<file path="src/rtl/adc_resp_pkg.sv">
// adc_resp_pkg: shared FSM states and field widths for the MCP3008-style SPI ADC responder
package adc_resp_pkg;
  typedef enum logic [2:0] {IDLE, WAIT_START, CMD, SAMPLE, DATA, DONE} state_t;
  localparam int CMD_BITS = 4;
  localparam int CH_W = 3;
  localparam int DEF_DATA_W = 10;
endpackage

</file>
<file path="src/rtl/adc_responder_pin_sync.sv">
// spi_pin_sync: STAGES-flop pin synchroniser with rise/fall detect; ports i_clk,i_rst_n,i_pin -> o_level,o_rise,o_fall
module spi_pin_sync #(
  parameter int STAGES = 2,
  parameter logic RST_VAL = 1'b0
) (
  input  logic i_clk,
  input  logic i_rst_n,
  input  logic i_pin,
  output logic o_level,
  output logic o_rise,
  output logic o_fall
);
  logic [STAGES-1:0] sync_q, sync_d;
  logic prev_q, prev_d;
  always_comb begin
    sync_d = STAGES'({sync_q, i_pin});
    prev_d = sync_q[STAGES-1];
  end
  always_ff @(posedge i_clk or negedge i_rst_n)
    if (!i_rst_n) begin
      sync_q <= {STAGES{RST_VAL}};
      prev_q <= RST_VAL;
    end else begin
      sync_q <= sync_d;
      prev_q <= prev_d;
    end
  assign o_level = sync_q[STAGES-1];
  assign o_rise = o_level & ~prev_q;
  assign o_fall = ~o_level & prev_q;
endmodule

</file>
<file path="src/rtl/adc_responder.sv">
// adc_responder: SPI responder emulating an 8-ch MCP3008-style ADC; ports i_clk,i_rst_n,i_samples,p_clk,p_cs,p_in -> p_out,o_busy,o_channel,o_single,o_frame_done; option ADC_RESP_LSB_TAIL_EN
module adc_responder
  import adc_resp_pkg::*;
#(
  parameter int DATA_W = DEF_DATA_W,
  parameter int CHANNELS = 8,
  parameter int SYNC_STAGES = 2
) (
  input  logic                         i_clk,
  input  logic                         i_rst_n,
  input  logic [CHANNELS*DATA_W-1:0]   i_samples,
  input  logic                         p_clk,
  input  logic                         p_cs,
  input  logic                         p_in,
  output logic                         p_out,
  output logic                         o_busy,
  output logic [CH_W-1:0]              o_channel,
  output logic                         o_single,
  output logic                         o_frame_done
);
  localparam int CNT_W = $clog2(DATA_W) + 1;
  state_t state_q, state_d;
  logic [CNT_W-1:0] cnt_q, cnt_d;
  logic [CMD_BITS-1:0] cmd_q, cmd_d;
  logic [CH_W-1:0] channel_q, channel_d;
  logic single_q, single_d, pout_q, pout_d, done_q, done_d;
  logic [DATA_W-1:0] shreg_q, shreg_d, in_pos, in_neg, result;
  logic [DATA_W:0] diff;
  logic sclk_rise, sclk_fall, cs_lvl, din_lvl;
  logic sclk_lvl_unused, cs_rise_unused, cs_fall_unused, din_rise_unused, din_fall_unused;
  spi_pin_sync #(.STAGES(SYNC_STAGES), .RST_VAL(1'b0)) u_sclk (
    .i_clk(i_clk), .i_rst_n(i_rst_n), .i_pin(p_clk),
    .o_level(sclk_lvl_unused), .o_rise(sclk_rise), .o_fall(sclk_fall));
  spi_pin_sync #(.STAGES(SYNC_STAGES), .RST_VAL(1'b1)) u_cs (
    .i_clk(i_clk), .i_rst_n(i_rst_n), .i_pin(p_cs),
    .o_level(cs_lvl), .o_rise(cs_rise_unused), .o_fall(cs_fall_unused));
  spi_pin_sync #(.STAGES(SYNC_STAGES), .RST_VAL(1'b0)) u_din (
    .i_clk(i_clk), .i_rst_n(i_rst_n), .i_pin(p_in),
    .o_level(din_lvl), .o_rise(din_rise_unused), .o_fall(din_fall_unused));
  assign in_pos = i_samples[int'(channel_q)*DATA_W +: DATA_W];
  assign in_neg = i_samples[int'({channel_q[CH_W-1:1], ~channel_q[0]})*DATA_W +: DATA_W];
  assign diff = {1'b0, in_pos} - {1'b0, in_neg};
  assign result = single_q ? in_pos : (diff[DATA_W] ? '0 : diff[DATA_W-1:0]);
  always_comb begin
    state_d = state_q;
    cnt_d = cnt_q;
    cmd_d = cmd_q;
    channel_d = channel_q;
    single_d = single_q;
    pout_d = pout_q;
    done_d = 1'b0;
    shreg_d = shreg_q;
    if (cs_lvl) begin
      state_d = IDLE;
      cnt_d = '0;
      pout_d = 1'b0;
    end else
      case (state_q)
        IDLE: begin
          state_d = WAIT_START;
          cnt_d = '0;
        end
        WAIT_START: if (sclk_rise && din_lvl) begin
          state_d = CMD;
          cnt_d = '0;
        end
        CMD: if (sclk_rise) begin
          cmd_d = {cmd_q[CMD_BITS-2:0], din_lvl};
          cnt_d = cnt_q + 1'b1;
          if (cnt_q == CNT_W'(CMD_BITS - 1)) begin
            state_d = SAMPLE;
            channel_d = cmd_d[CH_W-1:0];
            single_d = cmd_d[CH_W];
          end
        end
        SAMPLE: if (sclk_fall) begin
          shreg_d = result;
          pout_d = 1'b0;
          cnt_d = '0;
          state_d = DATA;
        end
        DATA: if (sclk_fall) begin
          pout_d = shreg_q[DATA_W-1];
          shreg_d = {shreg_q[DATA_W-2:0], shreg_q[DATA_W-1]};
          cnt_d = cnt_q + 1'b1;
          if (cnt_q == CNT_W'(DATA_W - 1)) begin
            state_d = DONE;
            done_d = 1'b1;
            cnt_d = '0;
          end
        end
`ifdef ADC_RESP_LSB_TAIL_EN
        DONE: if (sclk_fall) begin
          pout_d = cnt_q < CNT_W'(DATA_W - 1) ? shreg_q[1] : 1'b0;
          shreg_d = shreg_q >> 1;
          cnt_d = cnt_q < CNT_W'(DATA_W - 1) ? cnt_q + 1'b1 : cnt_q;
        end
`else
        DONE: if (sclk_fall) pout_d = 1'b0;
`endif
        default: state_d = IDLE;
      endcase
  end
  always_ff @(posedge i_clk or negedge i_rst_n)
    if (!i_rst_n) begin
      state_q <= IDLE;
      cnt_q <= '0;
      cmd_q <= '0;
      channel_q <= '0;
      single_q <= 1'b0;
      pout_q <= 1'b0;
      done_q <= 1'b0;
      shreg_q <= '0;
    end else begin
      state_q <= state_d;
      cnt_q <= cnt_d;
      cmd_q <= cmd_d;
      channel_q <= channel_d;
      single_q <= single_d;
      pout_q <= pout_d;
      done_q <= done_d;
      shreg_q <= shreg_d;
    end
  assign p_out = pout_q;
  assign o_busy = state_q != IDLE;
  assign o_channel = channel_q;
  assign o_single = single_q;
  assign o_frame_done = done_q;
endmodule

</file>
<file path="config.mk">
export PLATFORM = sky130hd
export DESIGN_NAME = adc_responder
export DESIGN_NICKNAME = d
export VERILOG_FILES = /design/src/rtl/adc_resp_pkg.sv /design/src/rtl/adc_responder_pin_sync.sv /design/src/rtl/adc_responder.sv
export SDC_FILE = /design/constraint.sdc
export NUM_CORES = 1
export LEC_CHECK = 0
export CORE_MARGIN = 1.5
export CORE_UTILIZATION = 35
export CTS_CLUSTER_SIZE = 28
export DETAILED_ROUTE_END_ITERATION = 8
export DONT_BUFFER_PORTS = 1
export SYNTH_ARGS = -nofsm -noshare
export SYNTH_HDL_FRONTEND = slang
export SYNTH_HIERARCHICAL = 1
export SYNTH_SLANG_ARGS = --single-unit
</file>
<file path="constraint.sdc">
create_clock -name i_clk -period 4.2 [get_ports i_clk]
set_input_delay 0.42 -clock i_clk [delete_from_list [all_inputs] [get_ports i_clk]]
set_output_delay 0.42 -clock i_clk [all_outputs]
set_load 0.01 [all_outputs]
</file>
Word level (Yosys, flattened, before mapping)
Cells that the tools add are included.

$add $sub $neg: 2. Reduce and logical (&&, ||, !) cells: 13. Shift operators: 2. Multiply operators: 2. Mux-type cells: 28. Equal/unequal tests: 17. Bitwise gates (word level): 6.

Operator list (number): 80-bit by 8-bit variable part select with 10-bit output (2); 10-bit 2-to-1 mux (4); 5-bit 2-to-1 mux (6); 5-bit one-hot mux with 5 select lines (1); 3-bit 2-to-1 mux (7); 10-bit one-hot mux with 2 select lines (1); 3-bit by 2-bit inequality test with 1-bit output (second input constant) (6); 3-bit one-hot mux with 6 select lines (1); 3-bit by 3-bit multiplier with 6-bit output (second input constant) (2); 10-bit by 10-bit subtractor with 11-bit output (1); 4-bit AND reduction (2); 1-bit 2-to-1 mux (7); 7-bit AND reduction (1); 3-bit by 2-bit == test with 1-bit output (second input constant) (2); 3-bit == test (second input constant) (2); 3-bit AND reduction (2); 3-bit nonzero test (2); 6-bit nonzero test (1); 5-bit by 1-bit adder with 5-bit output (second input constant) (1); 5-bit by 2-bit == test with 1-bit output (second input constant) (1); 5-bit by 4-bit == test with 1-bit output (second input constant) (1); 5-bit AND reduction (1); 2-bit inequality test (second input constant) (2); 1-bit inverter (4); other kinds (9) (10).

Output and inout port bits: 7. Input bits: 85. Register bits: 34.

Longest topological paths before layout
Depth in word-level cells: 8. Depth in mapped cells: 13.

Cells and area by module
The synthesis kept the hierarchy.

By module, submodules not included: adc_responder (instances 1, sequential area each 675.6 um^2, cells each 293, area an instance 2921.6 um^2); spi_pin_sync at u_din ... (instances 2, sequential area each 75.1 um^2, cells each 5, area an instance 90.1 um^2); spi_pin_sync at u_cs (instances 1, sequential area each 78.8 um^2, cells each 5, area an instance 93.8 um^2).

Least setup slack after synthesis
Ideal clock, no wire load.

Kind: reg-to-reg. From: register channel_q[0] (netlist: o_channel[0]). To: register shreg_q[9]. Cell stages (with the launch flop): 12. Data arrival time: 2975 ps. Slack: 1124 ps. Cell sequence: dfrtp_1 > buf_2 > inv_1 > clkbuf_1 > mux2_2 > ha_1 > fa_1 > nor2b_1 > o2111ai_1 > a21oi_2 > o2111ai_1 > o32ai_1.

Cells in the longest elaborated chain, start to end: 8. Elaborated cells on any way between the ends: 10. Those cells by class: add/sub (1); mul (2); shift (2); mux (4); bitwise (1).

Ends and longest elaborated chain: start: declaration (RTL line adc_responder.sv:25) `logic [CH_W-1:0] channel_q, channel_d;`; start signal: assignment (RTL line adc_responder.sv:118) `channel_q <= channel_d;`; 1-bit inverter (RTL line adc_responder.sv:41) `assign in_neg = i_samples[int'({channel_q[CH_W-1:1], ~channel_q[0]})*DATA_W +: DATA_W];`; 3-bit by 3-bit multiplier with 6-bit output (RTL line adc_responder.sv:41); 80-bit by 8-bit variable part select with 10-bit output (RTL line adc_responder.sv:41); 10-bit by 10-bit subtractor with 11-bit output (RTL line adc_responder.sv:42) `assign diff = {1'b0, in_pos} - {1'b0, in_neg};`; 10-bit 2-to-1 mux (RTL line adc_responder.sv:43) `assign result = single_q ? in_pos : (diff[DATA_W] ? '0 : diff[DATA_W-1:0]);`; 10-bit 2-to-1 mux (*) (RTL line adc_responder.sv:43); 10-bit 2-to-1 mux (*) (RTL line adc_responder.sv:76) `SAMPLE: if (sclk_fall) begin`; 10-bit one-hot mux with 2 select lines (*) (RTL line adc_responder.sv:58) `case (state_q)`; end signal: assignment (RTL line adc_responder.sv:122) `shreg_q <= shreg_d;`; end: declaration (RTL line adc_responder.sv:27) `logic [DATA_W-1:0] shreg_q, shreg_d, in_pos, in_neg, result;`.

Every way passes the cells marked *; elsewhere a longest branch is shown, timed or not. The select of a mux whose other input is x is not followed. A chain may end at the register's enable or synchronous reset.

Worst setup path in the final report
From: register channel_q[2] (netlist: o_channel[2]). To: register shreg_q[9].

Cells in the longest elaborated chain, start to end: 7. Elaborated cells on any way between the ends: 9. Those cells by class: add/sub (1); mul (2); shift (2); mux (4).

Ends and longest elaborated chain (RTL line): 3-bit by 3-bit multiplier with 6-bit output (on tied branches) (adc_responder.sv:40, adc_responder.sv:41); 80-bit by 8-bit variable part select with 10-bit output (on tied branches) (adc_responder.sv:40, adc_responder.sv:41); 10-bit by 10-bit subtractor with 11-bit output (adc_responder.sv:42); 10-bit 2-to-1 mux (adc_responder.sv:43); 10-bit 2-to-1 mux (*) (adc_responder.sv:43); 10-bit 2-to-1 mux (*) (adc_responder.sv:76); 10-bit one-hot mux with 2 select lines (*) (adc_responder.sv:58).

Marked as above.

==> impl_metrics.ini <==
[status]
status = finished clean

[global_route]
antenna_found_initial = 0
first_global_vias = 2502
grt_max_degree = 35
grt_pass1_wl_um = 12900
grt_usage = 0.164
grt_remaining_overflow = 0

[timing]
fin_crit_sh = 0.815
hold_violations = 0
max_freq_mhz = 292
slew-limit-headroom = 0.509
tns_ns = 0
max_slew.worst_pin.slew_ns = 0.735
holdWs_ns = 0.134
grt_setup_unrepaired = no
clock_skew_ns = 0.0108
fin_crit_ns = 3.42
finalMaxSlewViolations = 0
finalSetupViolations = 0

[place]
dp_hpwl_um = 6030
place_congestion = 0.906
io_buffers = 0

[floorplanning]
initial_utilization = 0.359
fp.dieH_um = 97.3
dieArea_um2 = 9470
io_pins = 92
core_um2 = 8680
rows = 34
die_x_um = 97.3

[synth]
synth_area_um2 = 3110
yosys_warnings = 6
syn_avg_cell_area_um2 = 10.3
netlist_instances = 302
synth_nets = 400

[cts]
numCtsBuffers = 5
clk_latency_ns = 0.29
clock_sinks = 34
postCtsSetupBuffers = 0
clk_pin_slew_ns = 0.08
htreeDepth = 2
ctsLongestPathBuffers = 2
cts_tree = yes
postCtsResizedCells = 0
hold_buffers = 2
cts_root_buffer = clkbuf_8

[route]
via_count = 2479
ant_nets = 0
dr.pass1.iters = 4
drcViolationCount = 0
wl_per_cell_um = 19.0
via_per_inst = 6.14
wl_um = 7660
drt_iter0_markers = 155

[final_layout]
fillers = 883
final_common_cell = dfrtp_1
drive_gt1_frac = 0.193
areaGrowthSynthToFinish_pct = 5.30
layout.nets = 393
final_cell_mix = dfrtp_1 (32), mux4_2 (24), a21oi_1 (21), o21ai_0 (16)
final_util = 0.378
antenna_cells = 0

[critical_path]
ff2ff_setup_slack_ns = 0.78
critPathLaunchType = register
crit_type = register to register
endpoint_kind = register
worstPathRequired_ns = 4.38
r2r_start = o_channel[2]$_DFFE_PN0P_
crit_path_start = o_channel[2]$_DFFE_PN0P_
crit_fanout = 15
crit_arrival_ns = 3.60

[min_path]
hold_class = input pin to register
holdCritStartpoint = p_cs

[pwr]
total_power_uw = 944
power_density_nw_per_um2 = 288
ir_worst_vdd_uv = 212
power_leakage_uw = 0.00126

[flow_run]
drv_cap = 0
## worst paths after layout
kind                            cells past startpoint                         end
worst max-delay path                                8      shreg_q[9]$_DFFE_PN0P_
worst min-delay path                                0    u_cs/sync_q[0]$_DFF_PN1_
worst max register to register                      8      shreg_q[9]$_DFFE_PN0P_
worst min register to register                      0  u_sclk/sync_q[1]$_DFF_PN0_
max in group asynchronous                           2    u_cs/sync_q[1]$_DFF_PN1_
min in group asynchronous                           2        cmd_q[2]$_DFFE_PN0P_
## layout make-up
| class | instances | area, um2 | share of cell area |
|---|---|---|---|
| Timing Repair Buffer | 6 | 60.1 | 0.0183 |
| Multi-Input combinational cell | 236 | 2090 | 0.639 |
| Sequential cell | 34 | 853 | 0.260 |
| Clock buffer | 7 | 86.3 | 0.0263 |
| Tap cell | 108 | 135 | 0.0412 |
| Inverter | 12 | 45.0 | 0.0137 |
| Clock inverter | 1 | 5.00 | 0.00153 |
## sequential cells by signal (all words and copies together), names as in the netlist
register,flops
o_single,1
state_q,3
shreg_q,10
o_channel,3
u_sclk/sync_q,2
o_frame_done,1
u_cs/sync_q,2
cmd_q,3
u_din/sync_q,2
cnt_q,5
u_sclk/prev_q,1
p_out,1
## layer usage
layer  share of wire  vias up  global-route usage
met2            0.51       50               0.272
met1            0.44     1247               0.221
met5               0        -                   0
li1                -     1172                   -
met3           0.034       10              0.0273
met4           0.016        0              0.0484
## critical path: stages, from the launching register on
cell and delay (ns):
dfrtp_1 0.69, buf_4 0.34, mux4_2 0.35, mux2_2 0.30
ha_1 0.36, o21ai_0 0.14, o21bai_1 0.62, o2111ai_1 0.21
o32ai_1 0.30
## report_power, final
part	switching [uW]	leakage [uW]	total (uW)	internal [uW]
clock	119	0.0000482	252	132
combinational	132	0.000780	255	123
sequential	53.3	0.000432	437	383
## stage by stage
stage / area [um2] / setup slack [ns] / std cells
5_1_grt: 3280 / 0.537 / 404
4_1_cts: 3280 / 0.818 / 404
3_5_place_dp: 3160 / 0.835 / 394
6_report: 3280 / 0.777 / 404
2_1_floorplan: 3110 / 1.12 / 302
3_3_place_gp: 3160 / 0.931 / 394
No activity file was read; power rests on OpenSTA's default activity.
